**config.mk**
```make
export PLATFORM = sky130hd
export DESIGN_NAME = wave_cap_writer_flat
export DESIGN_NICKNAME = d
export VERILOG_FILES = /design/src/rtl/wave_cap_pkg.sv /design/src/rtl/wave_cap_writer_if.sv /design/src/rtl/wave_trig_detect.sv /design/src/rtl/wave_cap_writer.sv /design/src/flat_wrapper.sv
export SDC_FILE = /design/constraint.sdc
export NUM_CORES = 1
export LEC_CHECK = 0
export BUFFER_PORTS_ARGS = -buffer_cell sky130_fd_sc_hd__clkbuf_2
export CAP_MARGIN = 20
export CORE_ASPECT_RATIO = 1.4
export CORE_UTILIZATION = 50
export CTS_BUF_LIST = sky130_fd_sc_hd__clkbuf_2 sky130_fd_sc_hd__clkbuf_4 sky130_fd_sc_hd__clkbuf_8
export DETAILED_ROUTE_END_ITERATION = 8
export PLACE_DENSITY = 0.72
export REMOVE_ABC_BUFFERS = 1
export SYNTH_ARGS = -nofsm -noshare
export SYNTH_HDL_FRONTEND = slang
export SYNTH_SLANG_ARGS = --single-unit
```
**constraint.sdc**
```tcl
create_clock -name clk -period 2.4 [get_ports clk]
set_input_delay 0.12 -clock clk [delete_from_list [all_inputs] [get_ports clk]]
set_output_delay 0.12 -clock clk [all_outputs]
set_load 0.05 [all_outputs]
```
**src/rtl/wave_cap_pkg.sv**
```systemverilog
// Shared types and helpers for the oscilloscope capture write path.
package wave_cap_pkg;

  typedef enum logic [2:0] {
    IDLE      = 3'd0,
    PRE_FILL  = 3'd1,
    WAIT_TRIG = 3'd2,
    POST_FILL = 3'd3,
    DONE      = 3'd4
  } cap_state_t;

  localparam logic EDGE_RISE = 1'b0;
  localparam logic EDGE_FALL = 1'b1;

  // (a - b) mod 2^aw; the buffer depth is always a power of two.
  function automatic logic [31:0] wrap_sub(input logic [31:0] a,
                                           input logic [31:0] b,
                                           input int unsigned aw);
    return (a - b) & ((32'd1 << aw) - 32'd1);
  endfunction

endpackage

```
**src/rtl/wave_cap_writer_if.sv**
```systemverilog
// Sample stream in and RAM write port out, bundled for the capture writer.
interface wave_cap_writer_if #(
  parameter int ADDR_W = 10,
  parameter int DATA_W = 8
);
  // sample_valid is a valid-only stream with no backpressure: a sample is
  // taken on any rising clk where sample_valid=1 and the writer is capturing.
  // wr_en is a one-cycle write strobe qualifying wr_addr/wr_data.
  logic              sample_valid;
  logic [DATA_W-1:0] sample_data;
  logic              wr_en;
  logic [ADDR_W-1:0] wr_addr;
  logic [DATA_W-1:0] wr_data;

  modport master (
    input  sample_valid, sample_data,
    output wr_en, wr_addr, wr_data
  );

  modport slave (
    output sample_valid, sample_data,
    input  wr_en, wr_addr, wr_data
  );
endinterface

```
**src/rtl/wave_trig_detect.sv**
```systemverilog
// Level-crossing trigger detector: holds the previous accepted sample and
// flags a rising or falling crossing of the threshold on the current sample.
module wave_trig_detect
  import wave_cap_pkg::*;
#(
  parameter int DATA_W = 8
) (
  input  logic              clk,
  input  logic              rst_n,
  input  logic              clr,
  input  logic              accept,
  input  logic [DATA_W-1:0] cur,
  input  logic [DATA_W-1:0] level,
  input  logic              trig_edge,
  output logic              trig_hit
);

  logic [DATA_W-1:0] prev;
  logic              prev_valid;
  logic              cur_above;
  logic              prev_above;

  always_ff @(posedge clk or negedge rst_n) begin
    if (!rst_n) begin
      prev       <= '0;
      prev_valid <= 1'b0;
    end else if (clr) begin
      prev_valid <= 1'b0;
    end else if (accept) begin
      prev       <= cur;
      prev_valid <= 1'b1;
    end
  end

  always_comb begin
    cur_above  = (cur >= level);
    prev_above = (prev >= level);
    trig_hit   = 1'b0;
    if (prev_valid) begin
      if (trig_edge == EDGE_RISE) trig_hit = !prev_above && cur_above;
      else                        trig_hit = prev_above && !cur_above;
    end
  end

endmodule

```
**src/rtl/wave_cap_writer.sv**
```systemverilog
// Circular capture writer with pre-trigger history and post-trigger fill.
// Optional forced trigger after a timeout: define WAVE_CAP_AUTO_TRIG_EN.
module wave_cap_writer
  import wave_cap_pkg::*;
#(
  parameter int ADDR_W       = 10,
  parameter int DATA_W       = 8,
  parameter int PRE_DEPTH    = 256,
  parameter int AUTO_TIMEOUT = 1000000
) (
  input  logic              clk,
  input  logic              rst_n,
  input  logic              arm,
  wave_cap_writer_if.master bus,
  input  logic [DATA_W-1:0] trig_level,
  input  logic              trig_edge,
  output logic              busy,
  output logic              capture_done,
  output logic [ADDR_W-1:0] rd_start_addr,
  output logic [ADDR_W-1:0] trig_addr,
`ifdef WAVE_CAP_AUTO_TRIG_EN
  output logic              auto_trig,
`endif
  output cap_state_t        state
);

  localparam int DEPTH = 1 << ADDR_W;
  localparam int POST  = DEPTH - PRE_DEPTH;
  localparam logic [ADDR_W-1:0] PRE_LAST  = ADDR_W'(PRE_DEPTH - 1);
  localparam logic [ADDR_W:0]   POST_LAST = (ADDR_W + 1)'(POST - 1);

  logic [ADDR_W-1:0] ptr;
  logic [ADDR_W-1:0] pre_cnt;
  logic [ADDR_W:0]   post_cnt;
  logic              accept;
  logic              start;
  logic              trig_hit;
  logic              forced;
  logic              fire;

  assign accept = bus.sample_valid &&
                  (state == PRE_FILL || state == WAIT_TRIG || state == POST_FILL);
  assign start  = arm && (state == IDLE || state == DONE);
  assign fire   = accept && (state == WAIT_TRIG) && (trig_hit || forced);

  wave_trig_detect #(.DATA_W(DATA_W)) u_trig (
    .clk       (clk),
    .rst_n     (rst_n),
    .clr       (start),
    .accept    (accept),
    .cur       (bus.sample_data),
    .level     (trig_level),
    .trig_edge (trig_edge),
    .trig_hit  (trig_hit)
  );

`ifdef WAVE_CAP_AUTO_TRIG_EN
  logic [31:0] to_cnt;
  logic        auto_pend;
  assign forced = (to_cnt == 32'(AUTO_TIMEOUT));
`else
  assign forced = 1'b0;
`endif

  always_ff @(posedge clk or negedge rst_n) begin
    if (!rst_n) begin
      state         <= IDLE;
      bus.wr_en     <= 1'b0;
      bus.wr_addr   <= '0;
      bus.wr_data   <= '0;
      busy          <= 1'b0;
      capture_done  <= 1'b0;
      rd_start_addr <= '0;
      trig_addr     <= '0;
      ptr           <= '0;
      pre_cnt       <= '0;
      post_cnt      <= '0;
`ifdef WAVE_CAP_AUTO_TRIG_EN
      to_cnt        <= '0;
      auto_pend     <= 1'b0;
      auto_trig     <= 1'b0;
`endif
    end else begin
      bus.wr_en <= accept;
      if (accept) begin
        bus.wr_addr <= ptr;
        bus.wr_data <= bus.sample_data;
        ptr         <= ptr + 1'b1;
      end

      // DONE restarts exactly like IDLE; only capture_done needs clearing.
      if (start) begin
        ptr          <= '0;
        pre_cnt      <= '0;
        busy         <= 1'b1;
        capture_done <= 1'b0;
        state        <= PRE_FILL;
`ifdef WAVE_CAP_AUTO_TRIG_EN
        auto_pend    <= 1'b0;
        auto_trig    <= 1'b0;
`endif
      end

      case (state)
        PRE_FILL: begin
          if (accept) begin
            pre_cnt <= pre_cnt + 1'b1;
            if (pre_cnt == PRE_LAST) begin
              state <= WAIT_TRIG;
`ifdef WAVE_CAP_AUTO_TRIG_EN
              to_cnt <= '0;
`endif
            end
          end
        end
        WAIT_TRIG: begin
`ifdef WAVE_CAP_AUTO_TRIG_EN
          if (!forced) to_cnt <= to_cnt + 32'd1;
`endif
          if (fire) begin
            trig_addr     <= ptr;
            rd_start_addr <= ADDR_W'(wrap_sub(32'(ptr), 32'(PRE_DEPTH), ADDR_W));
            post_cnt      <= (ADDR_W + 1)'(1);
`ifdef WAVE_CAP_AUTO_TRIG_EN
            auto_pend     <= !trig_hit;
`endif
            // With a single post sample the trigger sample completes the frame.
            if (POST == 1) begin
              state        <= DONE;
              busy         <= 1'b0;
              capture_done <= 1'b1;
`ifdef WAVE_CAP_AUTO_TRIG_EN
              auto_trig    <= !trig_hit;
`endif
            end else begin
              state <= POST_FILL;
            end
          end
        end
        POST_FILL: begin
          if (accept) begin
            post_cnt <= post_cnt + 1'b1;
            if (post_cnt == POST_LAST) begin
              state        <= DONE;
              busy         <= 1'b0;
              capture_done <= 1'b1;
`ifdef WAVE_CAP_AUTO_TRIG_EN
              auto_trig    <= auto_pend;
`endif
            end
          end
        end
        default: ;
      endcase
    end
  end

endmodule

```
**src/flat_wrapper.sv**
```systemverilog
// flat-port wrapper written by rule: the top's interface ports become plain ports
module wave_cap_writer_flat import wave_cap_pkg::*;
#(
  parameter int ADDR_W       = 10,
  parameter int DATA_W       = 8,
  parameter int PRE_DEPTH    = 256,
  parameter int AUTO_TIMEOUT = 1000000
)
  (clk, rst_n, arm, trig_level, trig_edge, busy, capture_done, rd_start_addr, trig_addr, state, bus_sample_valid, bus_sample_data, bus_wr_en, bus_wr_addr, bus_wr_data);
  wave_cap_writer_if #(.ADDR_W(ADDR_W), .DATA_W(DATA_W)) bus_i ();
  input  logic clk;
  input  logic rst_n;
  input  logic arm;
  input  logic [DATA_W-1:0] trig_level;
  input  logic trig_edge;
  output logic busy;
  output logic capture_done;
  output logic [ADDR_W-1:0] rd_start_addr;
  output logic [ADDR_W-1:0] trig_addr;
  output cap_state_t state;
  input wire logic [$bits(bus_i.sample_valid)-1:0] bus_sample_valid;
  input wire logic [$bits(bus_i.sample_data)-1:0] bus_sample_data;
  output wire logic [$bits(bus_i.wr_en)-1:0] bus_wr_en;
  output wire logic [$bits(bus_i.wr_addr)-1:0] bus_wr_addr;
  output wire logic [$bits(bus_i.wr_data)-1:0] bus_wr_data;
  assign bus_i.sample_valid = bus_sample_valid;
  assign bus_i.sample_data = bus_sample_data;
  assign bus_wr_en = bus_i.wr_en;
  assign bus_wr_addr = bus_i.wr_addr;
  assign bus_wr_data = bus_i.wr_data;
  wave_cap_writer #(.ADDR_W(ADDR_W), .DATA_W(DATA_W), .PRE_DEPTH(PRE_DEPTH), .AUTO_TIMEOUT(AUTO_TIMEOUT)) u_core (.clk(clk), .rst_n(rst_n), .arm(arm), .bus(bus_i), .trig_level(trig_level), .trig_edge(trig_edge), .busy(busy), .capture_done(capture_done), .rd_start_addr(rd_start_addr), .trig_addr(trig_addr), .state(state));
endmodule
```
==> impl_metrics.env <==
export IMPL_dpl_hpwl_um=5170
export IMPL_syn_inst=383
export IMPL_power_internal_mw=2.34
export IMPL_grt_pass1_wl_um=12600
export IMPL_synth_area_leaders="dfrtp_1 (51%), nand2_1 (10%), ha_1 (6.4%)"
export IMPL_p_leak_nw=2.27
export IMPL_hold_violations=0
export IMPL_reg2reg_to="u_core.trig_addr[3]"
export IMPL_wirelength_um=7420
export IMPL_final_setup_worst_slack_ns=0.158
export IMPL_cp_slowest_cell="dfrtp_1"
export IMPL_syn_avg_cell_area_um2=9.75
export IMPL_timing_final_crit_share=0.934
export IMPL_cap_violations=0
export IMPL_power_density_nw_per_um2=768
export IMPL_die_y_um=104
export IMPL_clk_insertion_delay_late_ns=0.34
export IMPL_multi_input_area_um2=1660
export IMPL_antenna_left=0
export IMPL_switching_share=0.304
export IMPL_portBuffers=64
export IMPL_worst_ep_arrival_time_ns=2.46
export IMPL_p_comb_frac=0.189
export IMPL_synth_top_area_cell="dfrtp_1"
export IMPL_r2r_slack_ns=0.16
export IMPL_async_flop_share=1.00
export IMPL_crit_chain="ha_1, nor2b_1, o211a_1, a211oi_1, o21ai_1, mux2i_4, buf_12, mux2_2"
export IMPL_maxSlewViolCount=0
export IMPL_r2r_start="u_core.u_trig.prev[1]"
export IMPL_place_gp_congestion=0.806
export IMPL_place_ws_ns=0.0883
export IMPL_setup_violations=0
export IMPL_rows=36
export IMPL_crit_required_ns=2.62
export IMPL_grt_max_degree=77
export IMPL_reg2reg_depth=8
export IMPL_grtUsageTotal=0.210
export IMPL_initial_core_util=0.528
export IMPL_cts_path_max_buffers=2
export IMPL_die_area_um2=7820
export IMPL_endpoint_kind="register"
export IMPL_seqCellArea_um2=1900
export IMPL_final_setup_tns_ns=0
export IMPL_crit_buf_inv=1
export IMPL_tightest_slew_ns=0.952
export IMPL_clkPwrFrac=0.341
export IMPL_drtIter0Drc=179
export IMPL_final_min_clock_period_ns=2.24
export IMPL_cts_clk_slew_worst_paths_ns=0.07
export IMPL_cts_made_buffers=9
export IMPL_ys_flop_type="dfrtp_1"
export IMPL_viasPerCell=5.22
export IMPL_fillers=616
export IMPL_die_width_um=75.0
export IMPL_syn_cell_area_um2=3730
export IMPL_fmax_mhz=446
export IMPL_clock_skew_ns=0.00709
export IMPL_path_class="register to register"
export IMPL_grt_pass1_vias=2832
export IMPL_peakVddDrop_mv=0.592
export IMPL_drt_wirelength_per_cell_um=13.5
export IMPL_antennaDiodeCount=0
export IMPL_synth_cell_types=50
export IMPL_root_buffer="clkbuf_8"
export IMPL_synth_edf_count=0
export IMPL_nNetsFinal=488
export IMPL_drtPass1Iterations=4
export IMPL_max_stage_delay_ns=0.38
export IMPL_hold_path_end="u_core.bus.wr_data[7]"
export IMPL_hp_class="input pin to register"
export IMPL_synth_seq_cells=76
export IMPL_synth_top_cell_area_share=0.509
export IMPL_yosysSeqAreaShare=0.509
export IMPL_hold_path_depth=3
export IMPL_yosys_warnings=0
export IMPL_cp_max_fo=24
export IMPL_rsz0062_at_grt="false"
export IMPL_path_delay_family="compound AO/OA/AOI/OAI gates"
export IMPL_min_from="bus_sample_data[7]"
export IMPL_cts_resized=0
export IMPL_vias=2860
export IMPL_cts_tree="yes"
export IMPL_max_slew_margin=0.365
export IMPL_clock_sinks=76
export IMPL_power_frac_seq=0.471
export IMPL_cts_max_level=3
export IMPL_worst_setup_path_start_kind="register"
export IMPL_mostFrequentLayoutCell="nand2_1"
export IMPL_drc=0
export IMPL_placeableCoreArea_um2=7070
export IMPL_layout_common_cells="nand2_1 (103), dfrtp_1 (76), clkbuf_2 (63)"
export IMPL_ios=65
export IMPL_run_status="complete, no violations"
export IMPL_p_sw_mw=1.02
export IMPL_antenna_found_initial=0
export IMPL_drive_above_1_share=0.241
export IMPL_area_growth_pct=17.4
export IMPL_grt_ovfl_total=0
power groups by stage:
stage / logic, mW / clock network (mW) / registers (mW)
after global placement: 0.621 / 0 / 1.60
after detailed placement: 0.637 / 0 / 1.60
after global routing: 0.707 / 1.23 / 1.61
after floorplan: 0.268 / 0 / 1.77
final: 0.635 / 1.15 / 1.58
after CTS: 0.645 / 1.18 / 1.58
cells in the mapped netlist, types with 2 or more instances:
cell type,number
mux2_4,7
nand2_1,103
o21ai_0,18
a211oi_1,2
mux2i_1,4
o31a_1,2
dfrtp_1,76
inv_1,13
a31oi_1,6
nand2b_1,2
nor2_1,22
xnor2_1,5
buf_4,9
a21o_1,2
nor2b_1,6
nand4_1,5
xor2_1,4
nor3_1,5
ha_1,19
mux2_2,5
o211ai_1,2
clkbuf_1,8
o31ai_1,2
or2_2,4
nand3_1,15
a21oi_1,5
buf_2,2
and3_1,8
how the worst max path moves through the flow:
stage,from,end,slack (ns),cells past startpoint
final,u_core.u_trig.prev[1],u_core.trig_addr[3],0.16,8
after global routing,u_core.u_trig.prev[1],u_core.trig_addr[0],0.03,8
after CTS,u_core.u_trig.prev[1],u_core.trig_addr[3],0.16,8
after detailed placement,bus_sample_data[0],u_core.trig_addr[2],0.09,10
after global placement,bus_sample_data[0],u_core.trig_addr[1],0.14,10
after floorplan,u_core.state[1],u_core.state[0],-0.28,6
per-stage QoR:
stage | hold WS (ns) | cells | util | power [mW] | instance area (um2)
global placement | 0.327 | 530 | 0.584 | 2.22 | 4130
detailed placement | 0.332 | 530 | 0.584 | 2.24 | 4130
CTS | 0.00955 | 548 | 0.620 | 3.41 | 4390
finish | 0.0238 | 548 | 0.620 | 3.37 | 4390
global route | 0.0201 | 548 | 0.620 | 3.55 | 4390
floorplan | -0.176 | 363 | - | 2.03 | 3610
registers in the layout, summed over array words and instances, names as in the netlist, 3 cells and up:
register            cells
u_core.post_cnt        11
u_core.ptr             10
u_core.state            3
u_core.bus.wr_data      8
u_core.bus.wr_addr     10
u_core.trig_addr       10
u_core.u_trig.prev      8
u_core.pre_cnt         10
layer usage:
layer	up-vias	track usage	wire [um]
met2	58	0.334	3630
met1	1366	0.270	3420
met3	11	0.0426	235
met5	-	0	0
li1	1425	-	-
met4	0	0.0943	125
worst reg2reg max path, cell delays in order (launching register included):
cell and delay [ns]:
dfrtp_1 0.38, ha_1 0.28, nor2b_1 0.13, o211a_1 0.20, a211oi_1 0.21, o21ai_1 0.15
mux2i_4 0.20, buf_12 0.21, mux2_2 0.36
repair_timing:
action / in CTS / in global routing
endpoints found under the setup margin: 0 / 0
endpoints found under the hold margin: 77 / 0
setup buffers: 0 / 0
hold buffers: 2 / 0
logic make-up after synthesis:
group	share of synthesized area
AO/OA/AOI/OAI	0.0864
XOR/XNOR	0.0211
adder cells (fa/ha/maj)	0.0637
buffers and inverters	0.0469
flip-flops	0.509
multiplexers	0.0600
AND/OR/NAND/NOR	0.213
cell type report:
class / instances / share of cell area
Clock buffer: 11 / 0.0317
Sequential cell: 76 / 0.434
Timing Repair Buffer: 74 / 0.0947
Clock inverter: 5 / 0.0228
Tap cell: 95 / 0.0271
Inverter: 14 / 0.0120
Multi-Input combinational cell: 273 / 0.378
(Power assumes the default switching activity.)
